`config.mk`:
```
export PLATFORM = sky130hd
export DESIGN_NAME = led_duty_sequencer
export DESIGN_NICKNAME = d
export VERILOG_FILES = /design/src/rtl/led_duty_sequencer.sv
export SDC_FILE = /design/constraint.sdc
export NUM_CORES = 1
export LEC_CHECK = 0
export BUFFER_PORTS_ARGS = -buffer_cell sky130_fd_sc_hd__buf_2
export CAP_MARGIN = 25
export CORE_UTILIZATION = 55
export DETAILED_ROUTE_END_ITERATION = 16
export GPL_ROUTABILITY_DRIVEN = 0
export PLACE_DENSITY = 0.81
export SYNTH_ARGS = -nofsm -noshare
export SYNTH_HDL_FRONTEND = slang
export SYNTH_SLANG_ARGS = --single-unit
```
`constraint.sdc`:
```
create_clock -name clk -period 3.9 [get_ports clk]
set_input_delay 0.78 -clock clk [delete_from_list [all_inputs] [get_ports clk]]
set_output_delay 0.78 -clock clk [all_outputs]
set_load 0.05 [all_outputs]
```
`src/rtl/led_duty_sequencer.sv`:
```
// Breathing duty sequencer: PWM frame timebase plus a rise/hold/fall/hold master level.
// Optional chase across channels when LED_DUTY_CHASE_EN is defined.
module led_duty_sequencer #(
   parameter int unsigned NUM_CH     = 5,
   parameter int unsigned DUTY_W     = 8,
   parameter int unsigned PERIOD     = 120,
   parameter int unsigned STEP       = 4,
   parameter int unsigned UPDATE_DIV = 4,
   parameter int unsigned HOLD_UPD   = 8
) (
   input  logic                       clk,
   input  logic                       rst,
   input  logic                       en,
   output logic                       frame_tick,
   output logic [NUM_CH*DUTY_W-1:0]   duty,
   output logic                       duty_valid
);

   localparam int unsigned LVL_W  = DUTY_W + 1;
   localparam int unsigned DIV_W  = (UPDATE_DIV > 1) ? $clog2(UPDATE_DIV) : 1;
   localparam int unsigned HOLD_W = $clog2(HOLD_UPD + 1);

   localparam logic [DUTY_W-1:0] CNT_MAX  = DUTY_W'(PERIOD);
   localparam logic [LVL_W-1:0]  LVL_MAX  = LVL_W'(PERIOD);
   localparam logic [LVL_W-1:0]  LVL_STEP = LVL_W'(STEP);
   localparam logic [DIV_W-1:0]  DIV_MAX  = DIV_W'(UPDATE_DIV - 1);
   localparam logic [HOLD_W-1:0] HOLD_END = HOLD_W'(HOLD_UPD);

   typedef enum logic [2:0] {
      ST_IDLE,
      ST_RISE,
      ST_HOLD_HI,
      ST_FALL,
      ST_HOLD_LO
   } state_t;

   logic [DUTY_W-1:0] cnt_q, cnt_d;
   logic [DIV_W-1:0]  div_q, div_d;
   logic              frame_tick_q, frame_tick_d;
   logic              duty_valid_q, duty_valid_d;
   state_t            state_q, state_d;
   logic [LVL_W-1:0]  lvl_q, lvl_d;
   logic [HOLD_W-1:0] hold_q, hold_d;

   logic              upd_c;
   logic [LVL_W-1:0]  lvl_sum_c;
   logic [LVL_W-1:0]  lvl_diff_c;
   logic [HOLD_W-1:0] hold_inc_c;

   // Frame timebase; frame_tick is pre-decoded so it lines up with cnt == PERIOD
   always_comb begin
      cnt_d        = (cnt_q == CNT_MAX) ? '0 : cnt_q + 1'b1;
      frame_tick_d = (cnt_d == CNT_MAX);
      div_d        = div_q;
      if (frame_tick_q) begin
         div_d = (div_q == DIV_MAX) ? '0 : div_q + 1'b1;
      end
   end

   assign upd_c      = frame_tick_q && (div_q == DIV_MAX);
   assign lvl_sum_c  = lvl_q + LVL_STEP;
   assign lvl_diff_c = lvl_q - LVL_STEP;
   assign hold_inc_c = hold_q + 1'b1;

   // Breathing state machine; everything moves only at update points
   always_comb begin
      state_d      = state_q;
      lvl_d        = lvl_q;
      hold_d       = hold_q;
      duty_valid_d = upd_c;
      if (upd_c) begin
         if (!en) begin
            state_d = ST_IDLE;
            lvl_d   = '0;
            hold_d  = '0;
         end else begin
            unique case (state_q)
               ST_IDLE: begin
                  if (LVL_STEP >= LVL_MAX) begin
                     lvl_d   = LVL_MAX;
                     state_d = ST_HOLD_HI;
                     hold_d  = '0;
                  end else begin
                     lvl_d   = LVL_STEP;
                     state_d = ST_RISE;
                  end
               end
               ST_RISE: begin
                  if (lvl_sum_c >= LVL_MAX) begin
                     lvl_d   = LVL_MAX;
                     state_d = ST_HOLD_HI;
                     hold_d  = '0;
                  end else begin
                     lvl_d = lvl_sum_c;
                  end
               end
               ST_HOLD_HI: begin
                  hold_d = hold_inc_c;
                  if (hold_inc_c == HOLD_END) begin
                     state_d = ST_FALL;
                     hold_d  = '0;
                  end
               end
               ST_FALL: begin
                  if (lvl_q <= LVL_STEP) begin
                     lvl_d   = '0;
                     state_d = ST_HOLD_LO;
                     hold_d  = '0;
                  end else begin
                     lvl_d = lvl_diff_c;
                  end
               end
               ST_HOLD_LO: begin
                  hold_d = hold_inc_c;
                  if (hold_inc_c == HOLD_END) begin
                     state_d = ST_RISE;
                     hold_d  = '0;
                  end
               end
               default: begin
                  state_d = ST_IDLE;
                  lvl_d   = '0;
                  hold_d  = '0;
               end
            endcase
         end
      end
   end

   always_ff @(posedge clk or posedge rst) begin
      if (rst) begin
         cnt_q        <= '0;
         div_q        <= '0;
         frame_tick_q <= 1'b0;
         duty_valid_q <= 1'b0;
         state_q      <= ST_IDLE;
         lvl_q        <= '0;
         hold_q       <= '0;
      end else begin
         cnt_q        <= cnt_d;
         div_q        <= div_d;
         frame_tick_q <= frame_tick_d;
         duty_valid_q <= duty_valid_d;
         state_q      <= state_d;
         lvl_q        <= lvl_d;
         hold_q       <= hold_d;
      end
   end

   assign frame_tick = frame_tick_q;
   assign duty_valid = duty_valid_q;

`ifdef LED_DUTY_CHASE_EN
   logic [DUTY_W-1:0] duty_q [NUM_CH];
   logic [DUTY_W-1:0] duty_d [NUM_CH];

   // Comet tail: channel 0 takes the new level, the rest shift one place outward
   always_comb begin
      for (int i = 0; i < int'(NUM_CH); i++) begin
         duty_d[i] = duty_q[i];
      end
      if (upd_c) begin
         if (!en) begin
            for (int i = 0; i < int'(NUM_CH); i++) begin
               duty_d[i] = '0;
            end
         end else begin
            duty_d[0] = lvl_d[DUTY_W-1:0];
            for (int i = 1; i < int'(NUM_CH); i++) begin
               duty_d[i] = duty_q[i-1];
            end
         end
      end
   end

   always_ff @(posedge clk or posedge rst) begin
      if (rst) begin
         duty_q <= '{default: '0};
      end else begin
         duty_q <= duty_d;
      end
   end

   always_comb begin
      for (int i = 0; i < int'(NUM_CH); i++) begin
         duty[i*DUTY_W +: DUTY_W] = duty_q[i];
      end
   end
`else
   // Without chase every channel is the master level, which is already a register
   assign duty = {NUM_CH{lvl_q[DUTY_W-1:0]}};
`endif

endmodule

```
# Word level (Yosys, flattened, before mapping)
# Index checks and enable logic that the tools add are counted.
# word_totals
out_inout_bits	42
register_bits	28
word_cells	51
# op_classes
reduce_logical	6
n_lt_le_gt_ge	2
mux	17
addsub	5
n_eq_ne	14
# op_table
operator	n
one-hot mux 9 bit (4 select lines)	1
2-to-1 mux 9 bit	3
equality test 8 x 7 -> 1 bit, second input constant	2
2-to-1 mux 4 bit	4
one-hot mux 4 bit (4 select lines)	1
2-to-1 mux 3 bit	5
one-hot mux 3 bit (5 select lines)	1
!= test 3 bit, second input constant	4
adder 9 x 3 -> 9 bit, second input constant	1
greater-or-equal comparator 9 x 7 -> 1 bit, second input constant	1
<= comparator 9 x 3 -> 1 bit, second input constant	1
subtractor 9 x 3 -> 9 bit, second input constant	1
adder 8 x 1 -> 8 bit, second input constant	1
2-to-1 mux 8 bit	1
equality test 3 x 2 -> 1 bit, second input constant	2
AND reduction 5 bit	1
adder 4 x 1 -> 4 bit, second input constant	1
equality test 4 bit, second input constant	1
!= test 2 bit, second input constant	2
AND reduction 4 bit	1
equality test 3 x 1 -> 1 bit, second input constant	1
equality test 3 bit, second input constant	1
logical NOT 3 bit	1
adder 2 x 1 -> 2 bit, second input constant	1
other kinds (5)	5

# Logic depth before layout (Yosys ltp)
# Gate-level depths: netlist of run 1.
# depth
depth_word	5
ltp_mapped	7
mapped_depth_nobuf	7

# Least setup slack after synthesis of run 1
# Ideal clock, no wire load.
# synth_timing
kind	reg2reg
startpoint	reg lvl_q[3]
endpoint	reg state_q[0]
arrival_time_ns	2.044
path_stages_with_launch	8
synth_period_minus_slack_ns	2.170
n_path_buf	0
t_required_ns	3.774
setup_slack_ns	1.730
cell_sequence	dfrtp_1 -> inv_1 -> ha_1 -> o21bai_1 -> a31o_2 -> o211ai_1 -> mux2_2 -> o32a_1
# synth_via
elab_chain_len	4
elab_cells_between_ends	6
cone_classes	add/sub (1); order compare (2); eq/ne (2); reduce/logical (1)
# synth_lines
item	line_no	rtl
start: declaration	42	logic [LVL_W-1:0] lvl_q, lvl_d;
start signal: assignment	145	lvl_q <= lvl_d;
adder 9 x 3 -> 9 bit	61	assign lvl_sum_c = lvl_q + LVL_STEP;
greater-or-equal comparator 9 x 7 -> 1 bit	89	if (lvl_sum_c >= LVL_MAX) begin
!= test 3 bit (no line)	-	
AND reduction 5 bit (no line) (*)	-	
end signal: assignment	144	state_q <= state_d;
end: declaration	41	state_t state_q, state_d;
# Every way passes the cells marked *; elsewhere a longest branch is shown, timed or not.
# A chain may end at the register's enable or synchronous reset.

# Worst setup path in the final report of run 1
# layout_timing
startpoint	reg lvl_q[2]
endpoint	reg lvl_q[6]
# layout_via
elab_chain_len	5
elab_cells_between_ends	8
cone_classes	add/sub (2); order compare (2); mux (4)
# layout_lines
item	line_no	rtl
adder 9 x 3 -> 9 bit	61	
greater-or-equal comparator 9 x 7 -> 1 bit	89	
2-to-1 mux 9 bit	89	
one-hot mux 9 bit (4 select lines) (*)	77	unique case (state_q)
2-to-1 mux 9 bit (*)	72	if (!en) begin
# Marked as above.

==> impl_metrics.py, run 1 <==
metrics = {
    "timing": {
        "finalSetupTns_ns": 0,
        "max_freq_mhz": 428,
        "rsz0062_at_grt": "false",
        "hold_viol": 0,
        "worst_slew_margin_rel_pct": 54.7,
        "fin_ws_ns": 1.56,
        "tightest_slew_ns": 0.678,
        "finalSetupViolations": 0,
        "min_period_ns": 2.34,
        "finalCritPeriodShare_pct": 60.0,
        "fin_skew_ns": 0.00899,
        "slew_violations": 0,
    },
    "setup_path": {
        "crit_family": "compound AO/OA/AOI/OAI gates",
        "rrSetupSlack_ns": 1.56,
        "cp.arrival_ns": 2.51,
        "rr_endpoint": "lvl_q[6]",
        "critPathMaxStageDelay_ns": 0.57,
        "criticalPathCategory": "reg2reg",
        "cp_cell_sequence": "ha_1 -> xnor2_1 -> nand4_1 -> a32oi_2 -> a21oi_1 -> a211o_1",
        "crit_slowest_cell": "dfrtp_1",
        "cp_num_buf_inv": 0,
        "r2r-start": "lvl_q[2]",
        "path_max_fanout": 13,
        "end_kind": "flip-flop",
        "rr_worst_depth": 6,
        "start_kind": "flip-flop",
        "cp.required_ns": 4.07,
    },
    "placed_design": {
        "hpwl_um": 2780,
        "port_buffers": 34,
        "dp_cells": 271,
        "place_area_um2": 1960,
        "pre_cts_ws_ns": 1.52,
    },
    "final_layout": {
        "nNetsFinal": 241,
        "layout_common_cells": "buf_2, dfrtp_1, nor2_1, nand2_1",
        "final.fill_count": 287,
        "antennaDiodeCount": 0,
        "final_cell_count_no_fill": 276,
        "drive_gt1_share_pct": 20.9,
        "syn2layout_area_growth_pct": 1.04,
        "final_common_cell": "buf_2",
        "design_area_um2": 2060,
    },
    "yosys": {
        "synth_area_leader_cell": "dfrtp_1",
        "synth-edff-count": 0,
        "ys_seq_elements": 26,
        "syn-mean-instance-area_um2": 8.86,
        "yosys-top-cells-area": "dfrtp_1, buf_4, ha_1",
        "netlist_area_um2": 2040,
        "ys.flop_type": "dfrtp_1",
        "yosys.area.top_type_share_pct": 31.9,
        "synth-seq-area-share_pct": 31.9,
        "synthDistinctLibCells": 54,
        "synthCells": 230,
        "ys_async_sr_fraction_pct": 100,
        "ys.warnings.count": 0,
    },
    "clocking": {
        "cts_tree": "built",
        "root_buffer": "clkbuf_8",
        "cts_hold_buf": 0,
        "cts.sinks": 26,
        "cts-buffers-inserted": 3,
        "clock_latency_ns": 0.28,
        "clk_pin_slew_ns": 0.10,
        "cts_setup_buffers": 0,
        "h-tree-depth": 1,
        "postCtsResizedCells": 0,
        "clock_path_buffers": 2,
    },
    "power": {
        "ir_worst_vdd_mv": 0.139,
        "power_density_nw_per_um2": 257,
        "power_mw": 0.528,
        "leakage_nw": 0.985,
    },
    "drt": {
        "drt-pass1-iter-count": 4,
        "ant_nets": 0,
        "wl_um": 3890,
        "vias": 1626,
        "drt_first_iter_violations": 89,
        "remaining_drc_errors": 0,
        "vias_per_cell": 5.89,
        "post_drt_wl_per_cell_um": 14.1,
    },
    "min_path": {
        "hold_class": "in2async",
    },
    "global_route": {
        "grt_pass1_wl_um": 6780,
        "track_usage_pct": 21.5,
        "grt-ovfl-total": 0,
        "antenna_found_initial": 0,
        "grt_pass1_vias": 1473,
        "grt_max_degree": 27,
    },
    "run": {
        "max-cap-violations": 0,
    },
    "floorplanning": {
        "io_pins": 45,
        "core_area_um2": 3440,
        "rows": 21,
        "die_height_um": 62.9,
        "die_x_um": 62.9,
        "initial_utilization_pct": 59.2,
        "design.die.area_um2": 3950,
    },
    "status": {
        "status": "finished, final reports clean",
    },
}
-- worst max-delay path by stage --
| stage | cells past startpoint | slack [ns] | from | endpoint |
|---|---|---|---|---|
| 2_1_floorplan | 7 | 1.73 | lvl_q[3] | state_q[0] |
| 3_3_place_gp | 6 | 1.57 | en | state_q[0] |
| 3_5_place_dp | 6 | 1.52 | en | state_q[0] |
| 4_1_cts | 7 | 1.57 | lvl_q[3] | state_q[0] |
| 5_1_grt | 7 | 1.43 | lvl_q[3] | state_q[0] |
| 6_report | 6 | 1.56 | lvl_q[2] | lvl_q[6] |
-- cells in the mapped netlist (2+ instances only) --
master    count
dfrtp_1      26
a32o_1        3
inv_1         8
clkbuf_1      6
a211o_1       2
nor3_1        3
nor2_1       20
nand3_1      10
xnor2_1       4
a22o_1        2
nor3b_1       2
nand3b_1      2
a31oi_1       4
or4_1         2
nand2_1      18
ha_1          7
o21ai_0      10
and3_1        2
nand4_1       3
o211ai_1      5
nand2b_1      2
buf_4        40
a21oi_1       6
xor2_1        6
o221ai_1      3
mux2_2        3
nor2b_1       2
nand4b_1      3
-- area by class of cell --
class	instances	area (um^2)	area share, %
multi-input cells	157	1050	51.1
flip-flops and latches	26	651	31.6
repair buffers	35	198	9.60
well taps	46	57.6	2.80
clock buffers	3	41.3	2.01
clock inverters	1	30.0	1.46
inverters	8	30.0	1.46
-- power breakdown --
part	total [mW]	leakage, nW	internal, mW	switching, mW
Sequential	0.269	0.349	0.269	0
Clock	0.226	0.0357	0.137	0.0884
Combinational	0.0329	0.601	0.00422	0.0287
-- flip-flops by register name, indices dropped and copies added (netlist names) --
register / count
cnt_q: 8
state_q: 3
lvl_q: 7
duty_valid: 1
div_q: 2
hold_q: 4
frame_tick: 1
-- cell families after synthesis --
kind of cell	synth area share, %
mux	2.15
compound gates	19.4
fa+ha+maj	4.79
simple gates	19.2
xor+xnor	4.30
other cells	0.184
flops	31.9
buf+inv	18.1
-- stage by stage --
stage	hold WS (ns)	utilization, %
floorplan	0.453	-
global placement	0.478	56.9
detailed placement	0.482	56.9
CTS	0.504	59.0
global route	0.427	59.8
finish	0.419	59.8
-- routing by layer --
metal | global-route usage [%] | share of wire (%) | vias up
met2 | 33.4 | 47 | 82
met1 | 30.7 | 46 | 755
met3 | 3.10 | 6.5 | 4
met5 | 0 | 0 | -
met4 | 7.27 | 0.98 | 0
li1 | - | - | 785
Power figures use the tool's default switching activity.
==> inputs of run 2 (changes only) <==
==> constraint.sdc (replaced) <==
create_clock -name clk -period 2.35 [get_ports clk]
set_input_delay 0.47 -clock clk [delete_from_list [all_inputs] [get_ports clk]]
set_output_delay 0.47 -clock clk [all_outputs]
set_load 0.05 [all_outputs]
==> run 2 against run 1 <==
  * Final cell count increased by 3.3%
  * Sequential share of layout area shrank 0.71 points
  * Fmax increased by 6.1%
  * Global-route usage rose by 0.79 points
  * Clock-buffer cell count unchanged
  * Worst setup slack got worse by 1.4 ns
  * Critical endpoint is now hold_q[3]
==> impl_metrics.py, run 2 (same netlist as run 1, synthesis figures left out) <==
metrics = {
    "status": {
        "status": "finished, final reports clean",
    },
    "setup_path": {
        "criticalPathCategory": "reg2reg",
        "cp.required_ns": 2.54,
        "start_kind": "flip-flop",
        "path_max_fanout": 13,
        "cp.arrival_ns": 2.40,
        "end_kind": "flip-flop",
    },
    "floorplanning": {
        "io_pins": 45,
        "initial_utilization_pct": 59.2,
        "design.die.area_um2": 3950,
        "die_x_um": 62.9,
        "die_height_um": 62.9,
        "rows": 21,
        "core_area_um2": 3440,
    },
    "timing": {
        "tightest_slew_ns": 0.496,
        "fin_ws_ns": 0.147,
        "finalSetupTns_ns": 0,
        "slew_violations": 0,
        "min_period_ns": 2.20,
        "hold_viol": 0,
        "fin_skew_ns": 0.00654,
        "rsz0062_at_grt": "false",
        "finalSetupViolations": 0,
        "max_freq_mhz": 454,
        "worst_slew_margin_rel_pct": 66.8,
        "finalCritPeriodShare_pct": 93.7,
    },
    "clocking": {
        "cts-buffers-inserted": 3,
        "clk_pin_slew_ns": 0.09,
        "h-tree-depth": 1,
        "clock_latency_ns": 0.28,
        "cts_tree": "built",
        "postCtsResizedCells": 0,
        "clock_path_buffers": 2,
        "cts_setup_buffers": 0,
        "cts_hold_buf": 0,
        "root_buffer": "clkbuf_8",
        "cts.sinks": 26,
    },
    "placed_design": {
        "port_buffers": 34,
        "hpwl_um": 2870,
        "pre_cts_ws_ns": 0.191,
    },
    "run": {
        "max-cap-violations": 0,
    },
    "final_layout": {
        "biggestRegsByFlops": "cnt_q: 8 flops, lvl_q: 7 flops, hold_q: 4 flops",
        "regArea_um2": 651,
        "final_common_cell": "buf_2",
        "antennaDiodeCount": 0,
        "largest_reg_flops": 8,
        "drive_gt1_share_pct": 23.8,
        "layout_common_cells": "buf_2, dfrtp_1, nor2_1, nand2_1",
        "largest-register": "cnt_q",
        "syn2layout_area_growth_pct": 3.38,
        "multiInputGateArea_um2": 1050,
        "nNetsFinal": 250,
        "final.fill_count": 284,
    },
    "power": {
        "power_density_nw_per_um2": 416,
        "ir_worst_vdd_mv": 0.233,
        "leakage_nw": 1.02,
        "power_mw": 0.877,
    },
    "global_route": {
        "grt_pass1_vias": 1482,
        "grt-ovfl-total": 0,
        "track_usage_pct": 22.3,
        "grt_max_degree": 27,
        "grt_pass1_wl_um": 6900,
        "antenna_found_initial": 0,
    },
    "drt": {
        "post_drt_wl_per_cell_um": 13.9,
        "vias": 1689,
        "drt_first_iter_violations": 130,
        "drt-pass1-iter-count": 4,
        "vias_per_cell": 5.93,
        "ant_nets": 0,
        "wl_um": 3970,
        "remaining_drc_errors": 0,
    },
    "min_path": {
        "hold_class": "in2async",
    },
}
-- run 2: layout make-up --
class / instances / area share [%]
Multi-Input combinational cell: 157 / 49.9
Sequential cell: 26 / 30.9
Clock buffer: 3 / 1.96
Clock inverter: 1 / 1.43
Tap cell: 46 / 2.73
Inverter: 8 / 1.43
Timing Repair Buffer: 44 / 11.6
-- run 2: path summary, 6_finish.rpt --
path,from,end,slack (ns),cells past startpoint
worst max-delay path,lvl_q[2],hold_q[3],0.15,7
max in group asynchronous,rst,state_q[1],1.89,3
worst max register to register,lvl_q[2],hold_q[3],0.15,7
worst min register to register,cnt_q[0],cnt_q[0],0.51,1
worst min-delay path,rst,lvl_q[5],0.22,3
min in group clk,cnt_q[0],cnt_q[0],0.51,1
-- run 2: through the flow --
step	hold slack, ns	cell area, um^2	utilization (%)	cells
2_1_floorplan	0.453	2070	-	239
3_5_place_dp	0.495	2030	59.1	281
4_1_cts	0.233	2110	61.2	285
5_1_grt	0.257	2110	61.2	285
3_3_place_gp	0.477	2030	59.1	281
6_report	0.218	2110	61.2	285
-- run 2: metal layers --
layer | vias to the layer above | global-route usage (%) | part of all wire [%]
met1 | 802 | 28.7 | 46
met3 | 9 | 2.92 | 5.6
met4 | 0 | 9.59 | 2.2
met5 | - | 0 | 0
met2 | 79 | 37.5 | 47
li1 | 799 | - | -
-- run 2: report_power, final --
group	total [mW]	switching [mW]	internal (mW)	leakage [nW]
clock	0.380	0.151	0.228	0.0357
combinational	0.0499	0.0464	0.00348	0.638
sequential	0.447	0	0.447	0.349
total	0.877	0.198	0.679	1.02
-- run 2: worst max-delay path, stage by stage (launching register included) --
cell and delay (ns):
dfrtp_1 0.55, ha_1 0.23, o21bai_1 0.16, buf_4 0.18, a31oi_2 0.13, or4_1 0.49
o21ba_1 0.19, o311ai_2 0.20
==> inputs of run 3 (changes only) <==
--- a/config.mk
+++ b/config.mk
@@ -5,6 +5,7 @@
 export SDC_FILE = /design/constraint.sdc
 export NUM_CORES = 1
 export LEC_CHECK = 0
+export ABC_AREA = 1
 export BUFFER_PORTS_ARGS = -buffer_cell sky130_fd_sc_hd__buf_2
 export CAP_MARGIN = 25
 export CORE_UTILIZATION = 55
==> run 3 against run 2 <==
  * Global-route usage is 2.4 points lower
  * Synthesized cell count rose by 21%
  * Largest cell class unchanged
  * Sequential share of layout area up 0.71 points
  * Clock-buffer cell count unchanged
  * Final area decreased by 2.3%
  * Clock skew down 0.0039 ns
  * Sequential cell count is the same
  * Sequential power about the same
==> impl_metrics.py, run 3 <==
metrics = {
    "timing": {
        "slew_violations": 0,
        "max_freq_mhz": 487,
        "holdWs_ns": 0.228,
        "rsz0062_at_grt": "false",
        "worst_slew_margin_rel_pct": 57.7,
        "fin_ws_ns": 0.296,
        "finalSetupTns_ns": 0,
        "hold_viol": 0,
        "tightest_slew_ns": 0.631,
        "finalCritPeriodShare_pct": 87.4,
        "finalSetupViolations": 0,
        "min_period_ns": 2.05,
        "fin_skew_ns": 0.00263,
    },
    "yosys": {
        "synthCells": 279,
        "ys.warnings.count": 0,
        "ys.flop_type": "dfrtp_1",
        "synth-xor-area-share_pct": 2.14,
        "synth-seq-area-share_pct": 31.9,
        "netlist_area_um2": 2040,
        "synth_area_leader_cell": "dfrtp_1",
        "synth_compound_area_share_pct": 5.58,
        "ys_seq_elements": 26,
        "synth_fa_ha_area_share_pct": 4.29,
        "synthSimpleGateAreaFrac_pct": 32.4,
        "synthMostInstantiatedCell": "nand2_1",
        "muxShareOfSynthArea_pct": 0.551,
        "synth-edff-count": 0,
        "syn-mean-instance-area_um2": 7.32,
        "synth_commonest_cells": "nand2_1, buf_4, inv_1, dfrtp_1, nand3_1",
        "yosys.area.top_type_share_pct": 31.9,
        "synth_top_family_by_area": "simple AND/OR/NAND/NOR gates",
        "yosys-top-cells-area": "dfrtp_1, buf_4, nand2_1",
        "ys_async_sr_fraction_pct": 100,
        "synthDistinctLibCells": 34,
    },
    "setup_path": {
        "end_kind": "flip-flop",
        "cp.required_ns": 2.52,
        "path_max_fanout": 11,
        "cp.arrival_ns": 2.23,
        "crit_slowest_cell": "dfrtp_1",
        "critPathMaxStageDelay_ns": 0.54,
        "cp_common_cell": "nand2_1",
        "cp_cell_sequence": "inv_1 -> ha_1 -> inv_1 -> nand2_1 -> nand3_1 -> nor2_1 -> nand2_1 -> nand4_4 -> nand3_2 -> nand2_1 -> nand2_1",
        "cp_num_buf_inv": 2,
        "start_kind": "flip-flop",
        "crit_family": "simple AND/OR/NAND/NOR gates",
        "criticalPathCategory": "reg2reg",
    },
    "clocking": {
        "cts-buffers-inserted": 3,
        "postCtsResizedCells": 0,
        "h-tree-depth": 1,
        "clock_latency_ns": 0.27,
        "cts_setup_buffers": 0,
        "clock_path_buffers": 2,
        "clk_pin_slew_ns": 0.09,
        "cts_hold_buf": 0,
        "cts.sinks": 26,
        "root_buffer": "clkbuf_8",
        "cts_tree": "built",
    },
    "floorplanning": {
        "die_x_um": 62.9,
        "initial_utilization_pct": 59.3,
        "io_pins": 45,
        "core_area_um2": 3440,
        "die_height_um": 62.9,
        "rows": 21,
        "design.die.area_um2": 3960,
    },
    "final_layout": {
        "antennaDiodeCount": 0,
        "largest-register": "cnt_q",
        "syn2layout_area_growth_pct": 0.796,
        "nNetsFinal": 295,
        "biggestRegsByFlops": "cnt_q: 8 flops, lvl_q: 7 flops, hold_q: 4 flops",
        "drive_gt1_share_pct": 19.7,
        "layout_common_cells": "nand2_1, inv_1, buf_2, dfrtp_1, nand3_1",
        "design_area_um2": 2060,
        "largest_reg_flops": 8,
        "final_common_cell": "nand2_1",
    },
    "power": {
        "switching_share_pct": 21.8,
        "p_switching_mw": 0.189,
        "combPwrFrac_pct": 5.9,
        "pwr-share-clk_pct": 42.6,
        "ir_worst_vdd_mv": 0.477,
        "cell_internal_pwr_mw": 0.679,
        "p_seq_share_pct": 51.5,
        "leakage_nw": 1.19,
        "power_mw": 0.868,
        "power_density_nw_per_um2": 422,
    },
    "global_route": {
        "track_usage_pct": 19.9,
        "grt_pass1_vias": 1459,
        "grt-ovfl-total": 0,
        "grt_max_degree": 27,
        "antenna_found_initial": 0,
        "grt_pass1_wl_um": 6270,
    },
    "drt": {
        "wl_um": 3650,
        "vias": 1677,
        "vias_per_cell": 5.08,
        "drt-pass1-iter-count": 6,
        "post_drt_wl_per_cell_um": 11.1,
        "drt_first_iter_violations": 93,
        "ant_nets": 0,
        "remaining_drc_errors": 0,
    },
    "placed_design": {
        "hpwl_um": 2830,
        "place_area_um2": 1990,
        "port_buffers": 34,
        "pre_cts_ws_ns": 0.357,
    },
    "run": {
        "max-cap-violations": 0,
    },
    "min_path": {
        "hold_class": "in2async",
    },
    "status": {
        "status": "finished, final reports clean",
    },
}
==> run 3: cell types whose count changed after synthesis, moves of 5 or more <==
cell	change
clkbuf_1	-6
nand2_1	+53
nand4_1	+10
o211ai_1	-5
inv_1	+26
nand3_1	+10
==> run 3: metrics by stage <==
step,cells,util (%)
5_1_grt,330,59.8
6_report,330,59.8
3_3_place_gp,326,57.7
4_1_cts,330,59.8
2_1_floorplan,288,-
3_5_place_dp,326,57.7
==> run 3: tightest hold or removal path, stage by stage <==
cell   delay, ns
buf_2       0.09
inv_1       0.04
buf_4       0.30
==> run 3: final timing paths <==
path	startpoint	to	slack [ns]	cells past startpoint
max	lvl_q[3]	hold_q[2]	0.30	11
min	rst	cnt_q[4]	0.23	3
max reg2reg	lvl_q[3]	hold_q[2]	0.30	11
min reg2reg	div_q[0]	div_q[0]	0.49	1
max in group asynchronous	rst	cnt_q[6]	1.88	3
min in group clk	div_q[0]	div_q[0]	0.49	1
==> run 3: cells by family (layout without fill, tap and decap cells) <==
| kind of cell | Yosys count | in the layout |
|---|---|---|
| AND/OR/NAND/NOR | 136 | 136 |
| buffers and inverters | 82 | 78 |
| flip-flops | 26 | 26 |
| AO/OA/AOI/OAI | 21 | 21 |
| adder cells (fa/ha/maj) | 7 | 7 |
| XOR/XNOR | 5 | 5 |
| other | 1 | 10 |
| multiplexers | 1 | 1 |
==> run 3: layout make-up <==
| type | instances | area, um^2 |
|---|---|---|
| fill | 333 | 1380 |
| inverter | 39 | 146 |
| multi-input combinational | 180 | 955 |
| timing repair buffer | 35 | 178 |
| tap | 46 | 57.6 |
| sequential | 26 | 651 |
| clock buffer | 3 | 41.3 |
| clock inverter | 1 | 30.0 |
==> run 3: power groups by stage <==
stage / clock [mW] / sequential [mW] / combinational, mW
floorplan: 0 / 0.456 / 0.0578
global placement: 0 / 0.456 / 0.0514
detailed placement: 0 / 0.456 / 0.0518
CTS: 0.382 / 0.447 / 0.0518
global route: 0.396 / 0.447 / 0.0548
finish: 0.370 / 0.447 / 0.0510
==> run 3: per-layer routing <==
metal	wire length, um	GRT usage, %	vias up
li1	-	-	844
met1	1630	25.5	779
met2	1800	33.9	47
met3	173	3.83	7
met4	48	5.52	0
met5	0	0	-
